==> src/rtl/uart_pkg.sv <==
// Shared types and constants for the UART receiver.
package uart_pkg;

  typedef enum logic [2:0] {
    IDLE,
    START,
    DATA,
    PARITY,
    STOP,
    BREAK
  } rx_state_t;

  localparam int unsigned OVERSAMPLE = 16;
  localparam int unsigned MID_SAMPLE = 7;
  localparam int unsigned DATA_BITS  = 8;

  // Even parity bit for a data byte (the bit that makes the total count of ones even).
  function automatic logic even_parity(input logic [DATA_BITS-1:0] d);
    return ^d;
  endfunction

endpackage

==> src/rtl/uart_rx_fifo.sv <==
// Show-ahead receive FIFO, DEPTH x 8. Head entry is presented combinationally.
// Pointers carry one extra MSB so full and empty are distinguishable.
module uart_rx_fifo #(
  parameter int unsigned DEPTH = 4
) (
  input  logic       clk,
  input  logic       reset,
  input  logic       push_i,
  input  logic [7:0] data_i,
  input  logic       pop_i,
  output logic [7:0] data_o,
  output logic       valid_o,
  output logic       full_o
);

  localparam int unsigned AW = $clog2(DEPTH);

  logic [AW:0] wptr_q, wptr_d;
  logic [AW:0] rptr_q, rptr_d;
  logic [7:0]  mem_q [DEPTH];
  logic        empty;
  logic        do_push;
  logic        do_pop;

  assign empty  = (wptr_q == rptr_q);
  assign full_o = (wptr_q[AW] != rptr_q[AW]) && (wptr_q[AW-1:0] == rptr_q[AW-1:0]);

  // A pop frees the head slot in the same cycle, so a push into a full FIFO is accepted then.
  assign do_pop  = pop_i & ~empty;
  assign do_push = push_i & (~full_o | do_pop);

  assign valid_o = ~empty;
  assign data_o  = empty ? 8'h00 : mem_q[rptr_q[AW-1:0]];

  // Pointer next-state.
  always_comb begin
    wptr_d = wptr_q;
    rptr_d = rptr_q;
    if (do_push) wptr_d = wptr_q + (AW+1)'(1);
    if (do_pop)  rptr_d = rptr_q + (AW+1)'(1);
  end

  // Pointer registers.
  always_ff @(posedge clk or posedge reset) begin
    if (reset) begin
      wptr_q <= '0;
      rptr_q <= '0;
    end else begin
      wptr_q <= wptr_d;
      rptr_q <= rptr_d;
    end
  end

  // Storage; contents are don't-care while not covered by the pointers.
  always_ff @(posedge clk) begin
    if (do_push) mem_q[wptr_q[AW-1:0]] <= data_i;
  end

endmodule

==> src/rtl/uart_rx.sv <==
// UART receiver, 8N1, 16x oversampled, with a show-ahead receive FIFO.
// Optional build macro UART_RX_PARITY_EN: adds an even parity bit (8E1), par_err goes live and
// bytes failing parity are discarded. Without it par_err is tied 0.
module uart_rx
  import uart_pkg::*;
#(
  parameter int unsigned DIV_W      = 16,
  parameter int unsigned FIFO_DEPTH = 4
) (
  input  logic             clk,
  input  logic             reset,
  input  logic             rx,
  input  logic [DIV_W-1:0] div,
  output logic [7:0]       rd_data,
  output logic             rd_valid,
  input  logic             rd_ready,
  output logic             frame_err,
  output logic             overrun,
  output logic             par_err,
  input  logic             err_clr,
  output logic             busy
);

  localparam logic [3:0] SC_MID   = 4'(MID_SAMPLE);
  localparam logic [3:0] SC_LAST  = 4'(OVERSAMPLE - 1);
  localparam logic [2:0] BIT_LAST = 3'(DATA_BITS - 1);

  logic             rx_meta_q, rxs_q;
  rx_state_t        state_q, state_d;
  logic [3:0]       sc_q, sc_d;
  logic [2:0]       bit_q, bit_d;
  logic [7:0]       shreg_q, shreg_d;
  logic [DIV_W-1:0] tick_cnt_q, tick_cnt_d;
  logic [DIV_W-1:0] div_q, div_d;
  logic             frame_err_q, frame_err_d;
  logic             overrun_q, overrun_d;
  logic             tick;
  logic             push;
  logic             set_ferr;
  logic             pop;
  logic             fifo_full;
`ifdef UART_RX_PARITY_EN
  logic             par_err_q, par_err_d;
  logic             par_bad_q, par_bad_d;
  logic             set_perr;
`endif

  // Two-flop synchroniser for the asynchronous pad input; idles high.
  always_ff @(posedge clk or posedge reset) begin
    if (reset) begin
      rx_meta_q <= 1'b1;
      rxs_q     <= 1'b1;
    end else begin
      rx_meta_q <= rx;
      rxs_q     <= rx_meta_q;
    end
  end

  assign tick = (state_q != IDLE) && (tick_cnt_q == '0);

  // Receive FSM next-state, tick generator and sample counter.
  always_comb begin
    state_d    = state_q;
    sc_d       = sc_q;
    bit_d      = bit_q;
    shreg_d    = shreg_q;
    div_d      = div_q;
    tick_cnt_d = tick_cnt_q;
    push       = 1'b0;
    set_ferr   = 1'b0;
`ifdef UART_RX_PARITY_EN
    par_bad_d  = par_bad_q;
    set_perr   = 1'b0;
`endif

    if (tick) begin
      tick_cnt_d = div_q;
      sc_d       = sc_q + 4'd1;
    end else if (state_q != IDLE) begin
      tick_cnt_d = tick_cnt_q - DIV_W'(1);
    end

    unique case (state_q)
      // IDLE is only entered with rxs high, so a low level here is a falling edge.
      IDLE: begin
        if (!rxs_q) begin
          state_d    = START;
          sc_d       = 4'd0;
          bit_d      = 3'd0;
          div_d      = div;
          tick_cnt_d = div;
`ifdef UART_RX_PARITY_EN
          par_bad_d  = 1'b0;
`endif
        end
      end
      START: begin
        if (tick && sc_q == SC_MID) begin
          sc_d    = 4'd0;
          state_d = rxs_q ? IDLE : DATA;
        end
      end
      DATA: begin
        if (tick && sc_q == SC_LAST) begin
          shreg_d = {rxs_q, shreg_q[7:1]};
          bit_d   = bit_q + 3'd1;
          if (bit_q == BIT_LAST) begin
`ifdef UART_RX_PARITY_EN
            state_d = PARITY;
`else
            state_d = STOP;
`endif
          end
        end
      end
`ifdef UART_RX_PARITY_EN
      PARITY: begin
        if (tick && sc_q == SC_LAST) begin
          if (rxs_q != even_parity(shreg_q)) begin
            set_perr  = 1'b1;
            par_bad_d = 1'b1;
          end
          state_d = STOP;
        end
      end
`endif
      STOP: begin
        if (tick && sc_q == SC_LAST) begin
          if (rxs_q) begin
`ifdef UART_RX_PARITY_EN
            push = ~par_bad_q;
`else
            push = 1'b1;
`endif
            state_d = IDLE;
          end else begin
            set_ferr = 1'b1;
            state_d  = BREAK;
          end
        end
      end
      // Hold off until the line returns high so a long break is not seen as new starts.
      BREAK: begin
        if (rxs_q) state_d = IDLE;
      end
      default: state_d = IDLE;
    endcase
  end

  assign pop = rd_valid & rd_ready;

  // Sticky error flags; a set in the same cycle as err_clr wins.
  always_comb begin
    frame_err_d = set_ferr | (frame_err_q & ~err_clr);
    overrun_d   = (push & fifo_full & ~pop) | (overrun_q & ~err_clr);
`ifdef UART_RX_PARITY_EN
    par_err_d   = set_perr | (par_err_q & ~err_clr);
`endif
  end

  // FSM, counters, shift register and flag registers.
  always_ff @(posedge clk or posedge reset) begin
    if (reset) begin
      state_q     <= IDLE;
      sc_q        <= '0;
      bit_q       <= '0;
      shreg_q     <= '0;
      tick_cnt_q  <= '0;
      div_q       <= '0;
      frame_err_q <= 1'b0;
      overrun_q   <= 1'b0;
`ifdef UART_RX_PARITY_EN
      par_err_q   <= 1'b0;
      par_bad_q   <= 1'b0;
`endif
    end else begin
      state_q     <= state_d;
      sc_q        <= sc_d;
      bit_q       <= bit_d;
      shreg_q     <= shreg_d;
      tick_cnt_q  <= tick_cnt_d;
      div_q       <= div_d;
      frame_err_q <= frame_err_d;
      overrun_q   <= overrun_d;
`ifdef UART_RX_PARITY_EN
      par_err_q   <= par_err_d;
      par_bad_q   <= par_bad_d;
`endif
    end
  end

  uart_rx_fifo #(
    .DEPTH (FIFO_DEPTH)
  ) u_fifo (
    .clk     (clk),
    .reset   (reset),
    .push_i  (push),
    .data_i  (shreg_q),
    .pop_i   (pop),
    .data_o  (rd_data),
    .valid_o (rd_valid),
    .full_o  (fifo_full)
  );

  assign frame_err = frame_err_q;
  assign overrun   = overrun_q;
  assign busy      = (state_q != IDLE);
`ifdef UART_RX_PARITY_EN
  assign par_err   = par_err_q;
`else
  assign par_err   = 1'b0;
`endif

endmodule
==> config.mk <==
export PLATFORM = sky130hd
export DESIGN_NAME = uart_rx
export DESIGN_NICKNAME = d
export VERILOG_FILES = /design/src/rtl/uart_pkg.sv /design/src/rtl/uart_rx_fifo.sv /design/src/rtl/uart_rx.sv
export SDC_FILE = /design/constraint.sdc
export NUM_CORES = 1
export LEC_CHECK = 0
export CORE_UTILIZATION = 54
export CTS_BUF_LIST = sky130_fd_sc_hd__clkbuf_8
export CTS_CLUSTER_SIZE = 8
export DETAILED_ROUTE_END_ITERATION = 10
export GPL_TIMING_DRIVEN = 0
export PLACE_DENSITY = 0.89
export SLEW_MARGIN = 0
export SYNTH_ARGS = -nofsm -noshare
export SYNTH_HDL_FRONTEND = slang
export SYNTH_SLANG_ARGS = --single-unit
==> constraint.sdc <==
create_clock -name clk -period 2.3 [get_ports clk]
set_input_delay 0.23 -clock clk [delete_from_list [all_inputs] [get_ports clk]]
set_output_delay 0.23 -clock clk [all_outputs]
set_load 0.01 [all_outputs]
==> flow_summary_export.csv, run 1 <==
group,metric,value,unit
status,status,"completed",
sta,fin_crit_sh,97.1,%
sta,timing.fmax,448,MHz
synth,synth-seq-cells,92,
layout,num_antenna_cells,0,
grt,grt_max_degree,38,
sta,maxSlewViolCount,0,
placed_design,gp_congestion,0.881,
grt,grt_first_pass_wirelength,14.8,mm
floorplan,die_h,91.8,um
layout,layout.nets,469,
grt,grt-ovfl-total,0,
worst_setup_path,end_kind,"register",
sta,slew_headroom,60.0,%
synth,syn-instance-count,383,
grt,grt_usage,22.6,%
floorplan,dieArea,8420,um^2
synth,ys.flop_type,"dfrtp_1",
synth,ys_types,54,
floorplan,chipWidth,91.8,um
synth,ys_top_cells_by_area,"dfrtp_1 33%, edfxtp_1 22%, nand2_1 5.8%, mux4_2 4.1%, o21ai_0 3.4%",
layout,stdcell_count,545,
clocking,numCtsBuffers,9,
layout,fill_cells,565,
power_and_ir_drop,power.density,760,nW/um^2
routing,wl_per_cell,16.2,um
layout,finalInstanceArea,5180,um^2
clocking,numClockSinks,92,
clocking,htree_levels,3,
routing,wl,8.85,mm
sta,hold-worst-slack,0.207,ns
clocking,clock_path_buffers,2,
sta,tightest_slew,0.594,ns
grt,grt_pass1_vias,3200,
worst_setup_path,cp.arrival,2.49,ns
layout,drive_gt1_share,18.5,%
synth,synth.top_cell.area_share,33.3,%
synth,syn_avg_cell_area,11.4,um^2
power_and_ir_drop,p_leak,2.29,nW
clocking,clk_pin_slew,0.10,ns
placed_design,dpl_cell_area,4820,um^2
floorplan,io_pins,34,
sta,setup_tns,0,ns
worst_setup_path,crit_type,"reg -> reg",
placed_design,dp_hpwl,6.03,mm
clocking,cts_root_buffer,"clkbuf_8",
layout,final_cell_mix,"65 x nand2_1, 55 x dfrtp_1, 32 x edfxtp_1, 30 x o21ai_0",
clocking,clk_latency,0.37,ns
layout,fin_util,66.7,%
power_and_ir_drop,peakVddDrop,0.447,mV
job,cap_violations,0,
worst_setup_path,cp_max_fo,6,
clocking,cts_tree,"built",
worst_setup_path,cp-start-kind,"register",
grt,antenna_found_initial,0,
placed_design,placed_cells,518,
synth,synth_warnings,0,
worst_setup_path,required,2.56,ns
placed_design,portBuffers,32,
floorplan,num_rows,32,
sta,hold_viol,0,
min_path,hp-class,"in -> async",
synth,synth_top_area_cell,"dfrtp_1",
synth,synth_enable_flop_cells,32,
synth,synthesis.area,4350,um^2
routing,antenna_left,0,
sta,timing.final.crit_period,2.23,ns
synth,ys_async_sr_fraction,65.2,%
layout,final_common_cell,"nand2_1",
routing,drc_errors,0,
routing,vias_per_cell,5.77,
routing,dr.pass1.iters,4,
routing,drt-initial-drc-count,147,
sta,fin_worst_skew,0.0125,ns
sta,setup_violations,0,
layout,area_delta_synth_final,19.0,%
floorplan,core-area,7770,um^2
routing,vias,3146,
synth,ys_seq_area_share,56.6,%
synth,syn_nets,414,
floorplan,start_util,56.0,%
[worst max-delay path, cell delays in order, from the launching register on]
cell	delay, ns
dfrtp_2	0.44
inv_1	0.08
ha_1	0.17
nor2b_4	0.21
nand4_4	0.14
buf_4	0.18
nor4b_4	0.37
buf_4	0.19
mux2_2	0.34
[power breakdown]
group / internal (W) / switching (W)
combinational: 0.000425 / 0.000439
clock: 0.000421 / 0.000640
sequential: 0.00184 / 0.000178
total: 0.00268 / 0.00126
[routing by layer]
layer / up-vias / wire [um] / global-route usage, %
met5: - / 0 / 0
met4: 0 / 180 / 10.4
met3: 16 / 339 / 3.81
met2: 100 / 4770 / 40.9
met1: 1549 / 3570 / 26.3
li1: 1481 / - / -
[path summary, 6_finish.rpt]
kind                       slack (ns)                      to                     from  cells past startpoint
hold / removal                   0.21  shreg_q[0]$_DFFE_PP0P_                    reset                      2
setup reg to reg                 0.07  shreg_q[6]$_DFFE_PP0P_  tick_cnt_q[1]$_DFF_PP0_                      8
min in group clk                 0.27     rx_meta_q$_DFF_PP1_                       rx                      1
max in group asynchronous        1.44         rxs_q$_DFF_PP1_                    reset                      3
setup / recovery                 0.07  shreg_q[6]$_DFFE_PP0P_  tick_cnt_q[1]$_DFF_PP0_                      8
hold reg to reg                  0.36         rxs_q$_DFF_PP1_      rx_meta_q$_DFF_PP1_                      0
[registers in the layout, indices dropped and copies added, names as in the netlist]
register,flops
u_fifo.wptr_q,3
tick_cnt_q,16
shreg_q,8
rxs_q,1
sc_q,4
u_fifo.rptr_q,3
state_q,3
div_q,16
overrun,1
frame_err,1
rx_meta_q,1
bit_q,3
u_fifo.mem_q,32
[timing repair]
item / 4_1_cts / 5_1_grt
cloned: 0 / 1
hold buffers: 0 / 0
resized for setup: 28 / 10
hold endpoints to repair: 0 / 0
endpoints found under the setup margin: 63 / 51
pin swaps: 3 / 2
setup buffers: 5 / 7
[Yosys cell counts, drive strengths merged (3+ instances only)]
cell	n
and3	5
nand4	3
nor4b	3
inv	10
ha	10
xnor2	7
a31oi	4
or4	3
nand2	67
nand3b	3
clkbuf	12
o211ai	4
a21oi	6
xor2	9
nor2b	3
nor4	10
nand3	10
o21ai	31
nor2	24
dfrtp	58
nor3	10
edfxtp	32
buf	7
mux2	11
mux4	8
and2	8
[cell type report]
type	instances	area, um^2	share of cell area, %
clock inverter	7	70.1	1.35
inverter	11	42.5	0.821
tap	102	128	2.46
timing repair buffer	46	425	8.21
buffer	17	113	2.17
clock buffer	9	124	2.39
sequential	92	2470	47.7
multi-input combinational	261	1810	34.9
[logic make-up after synthesis]
family,share of synthesized area [%]
AO/OA/AOI/OAI,7.99
multiplexers,7.30
adder cells (fa/ha/maj),2.87
AND/OR/NAND/NOR,18.7
flip-flops,56.6
other,0.0861
buffers and inverters,3.19
XOR/XNOR,3.22
[stage by stage]
| stage | total power [W] | setup WS [ns] |
|---|---|---|
| 6_report | 0.00394 | 0.0662 |
| 5_1_grt | 0.00413 | -0.0424 |
| 4_1_cts | 0.00389 | 0.00945 |
| 3_5_place_dp | 0.00277 | -0.442 |
| 3_3_place_gp | 0.00272 | -0.435 |
| 2_1_floorplan | 0.00255 | 0.0342 |
Note: power is estimated with default switching activity, not from simulation.
==> inputs of run 2 (changes only) <==
--- a/config.mk
+++ b/config.mk
@@ -11,7 +11,7 @@
 export DETAILED_ROUTE_END_ITERATION = 10
 export GPL_TIMING_DRIVEN = 0
 export PLACE_DENSITY = 0.89
-export SLEW_MARGIN = 0
+export SLEW_MARGIN = 20
 export SYNTH_ARGS = -nofsm -noshare
 export SYNTH_HDL_FRONTEND = slang
 export SYNTH_SLANG_ARGS = --single-unit
==> flow_summary_export.csv, run 2 (synthesized netlist as in run 1, its figures left out) <==
group,metric,value,unit
clocking,clock_path_buffers,2,
worst_setup_path,crit_type,"reg -> reg",
worst_setup_path,path_common_cell,"nand2_1",
grt,grt_max_degree,61,
routing,drc_errors,0,
clocking,htree_levels,3,
sta,hold_viol,0,
routing,wl,9.01,mm
grt,grt_usage,22.3,%
power_and_ir_drop,power.density,760,nW/um^2
worst_setup_path,cp_max_fo,10,
sta,maxSlewViolCount,0,
routing,antenna_left,0,
layout,stdcell_count,552,
layout,num_antenna_cells,0,
floorplan,num_rows,32,
worst_setup_path,cp.arrival,2.49,ns
sta,setup_tns,0,ns
sta,fin_worst_skew,0.0101,ns
worst_setup_path,required,2.55,ns
sta,setup_violations,0,
worst_setup_path,slowest_stage,"dfrtp_2",
routing,vias_per_cell,5.76,
power_and_ir_drop,peakVddDrop,0.589,mV
layout,largest_register_ffs,32,
placed_design,gp_congestion,0.881,
routing,drt-initial-drc-count,157,
floorplan,chipWidth,91.8,um
min_path,hp-class,"in -> reg",
worst_setup_path,crit_chain,"nor4_4, nand2_1, buf_2, or3_1, buf_4, buf_6, o221ai_1, nand2_1",
floorplan,io_pins,34,
routing,dr.pass1.iters,5,
sta,fin_crit_sh,97.4,%
layout,final_cell_mix,"67 x nand2_1, 55 x dfrtp_1, 32 x edfxtp_1, 29 x o21ai_0, 24 x clkdlybuf4s50_1",
clocking,cts_tree,"built",
sta,timing.fmax,447,MHz
placed_design,dp_hpwl,5.90,mm
layout,drive_gt1_share,19.8,%
grt,grt_pass1_vias,3181,
routing,wl_per_cell,16.3,um
sta,tightest_slew,0.728,ns
job,cap_violations,0,
floorplan,start_util,56.0,%
status,status,"completed",
routing,vias,3178,
worst_setup_path,max_stage_delay,0.46,ns
floorplan,dieArea,8420,um^2
worst_setup_path,r2r_start,"tick_cnt_q[4]$_DFF_PP0_",
layout,final_common_cell,"nand2_1",
min_path,min_from,"rx",
floorplan,die_h,91.8,um
clocking,clk_latency,0.36,ns
grt,grt-ovfl-total,0,
layout,area_delta_synth_final,19.9,%
worst_setup_path,cp_num_buf_inv,3,
worst_setup_path,cpLargestDelayFamily,"simple AND/OR/NAND/NOR gates",
grt,antenna_found_initial,0,
power_and_ir_drop,p_leak,2.35,nW
placed_design,portBuffers,32,
sta,timing.final.crit_period,2.24,ns
clocking,cts_root_buffer,"clkbuf_8",
sta,slew_headroom,51.4,%
clocking,numClockSinks,92,
floorplan,core-area,7770,um^2
power_and_ir_drop,total_power,0.00397,W
worst_setup_path,cp-start-kind,"register",
clocking,clk_pin_slew,0.08,ns
grt,grt_first_pass_wirelength,14.6,mm
worst_setup_path,crit_path_start,"tick_cnt_q[4]$_DFF_PP0_",
worst_setup_path,end_kind,"register",
placed_design,placed_cells,517,
layout,layout.nets,476,
clocking,numCtsBuffers,9,
run 2: cell types whose count changed in the layout (fill, tap and decap cells not counted), moves of 2 or more:
cell,previous run,this run
nor2_2,0,2
nand2_1,65,67
xor2_1,9,7
inv_1,9,11
buf_4,14,21
xor2_2,0,2
clkinv_4,2,0
dlymetal6s2s_1,0,2
and3_2,0,2
dlygate4sd2_1,8,6
nor2_1,24,22
and3_4,4,2
run 2: per-layer routing:
metal / wire length (um) / global-route usage, %
met4: 257 / 10.0
met1: 3530 / 25.7
met5: 0 / 0
met2: 4750 / 39.7
met3: 478 / 5.06
run 2: stage by stage:
stage / setup slack [ns] / hold slack [ns] / area (um^2) / util (%)
after floorplan: 0.0342 / 0.234 / 4350 / -
after global placement: -0.435 / 0.346 / 4800 / 61.8
after detailed placement: -0.415 / 0.347 / 4800 / 61.8
after CTS: 0.0000162 / 0.268 / 5040 / 64.9
after global routing: -0.0481 / 0.265 / 5220 / 67.2
final: 0.0608 / 0.279 / 5220 / 67.2
run 2: final timing paths:
path,to,slack [ns],cells past startpoint
worst min register to register,rxs_q$_DFF_PP1_,0.36,0
min in group asynchronous,div_q[10]$_DFFE_PP0P_,0.35,2
worst min-delay path,rx_meta_q$_DFF_PP1_,0.28,1
max in group asynchronous,tick_cnt_q[0]$_DFF_PP0_,1.43,2
worst max-delay path,tick_cnt_q[6]$_DFF_PP0_,0.06,8
worst max register to register,tick_cnt_q[6]$_DFF_PP0_,0.06,8
run 2: what timing repair did:
item	in CTS	in global routing
endpoints found under the hold margin	0	0
pin swaps	2	2
gates resized for setup	24	17
hold buffers	0	0
endpoints found under the setup margin	64	63
gates cloned	0	2
setup buffers	3	16
run 2: where the power goes:
| group | internal [W] | leakage [nW] | total (W) | switching [W] |
|---|---|---|---|---|
| clock | 0.000391 | 0.0886 | 0.000950 | 0.000559 |
| sequential | 0.00183 | 1.11 | 0.00202 | 0.000184 |
| combinational | 0.000505 | 1.15 | 0.000999 | 0.000495 |
| total | 0.00273 | 2.35 | 0.00397 | 0.00124 |
run 2: area by class of cell:
| type | count | area (um^2) |
|---|---|---|
| Buffer | 17 | 118 |
| Timing Repair Buffer | 51 | 460 |
| Sequential cell | 92 | 2470 |
| Clock inverter | 7 | 45.0 |
| Tap cell | 102 | 128 |
| Fill cell | 566 | 2550 |
| Inverter | 11 | 43.8 |
| Multi-Input combinational cell | 263 | 1830 |
| Clock buffer | 9 | 124 |
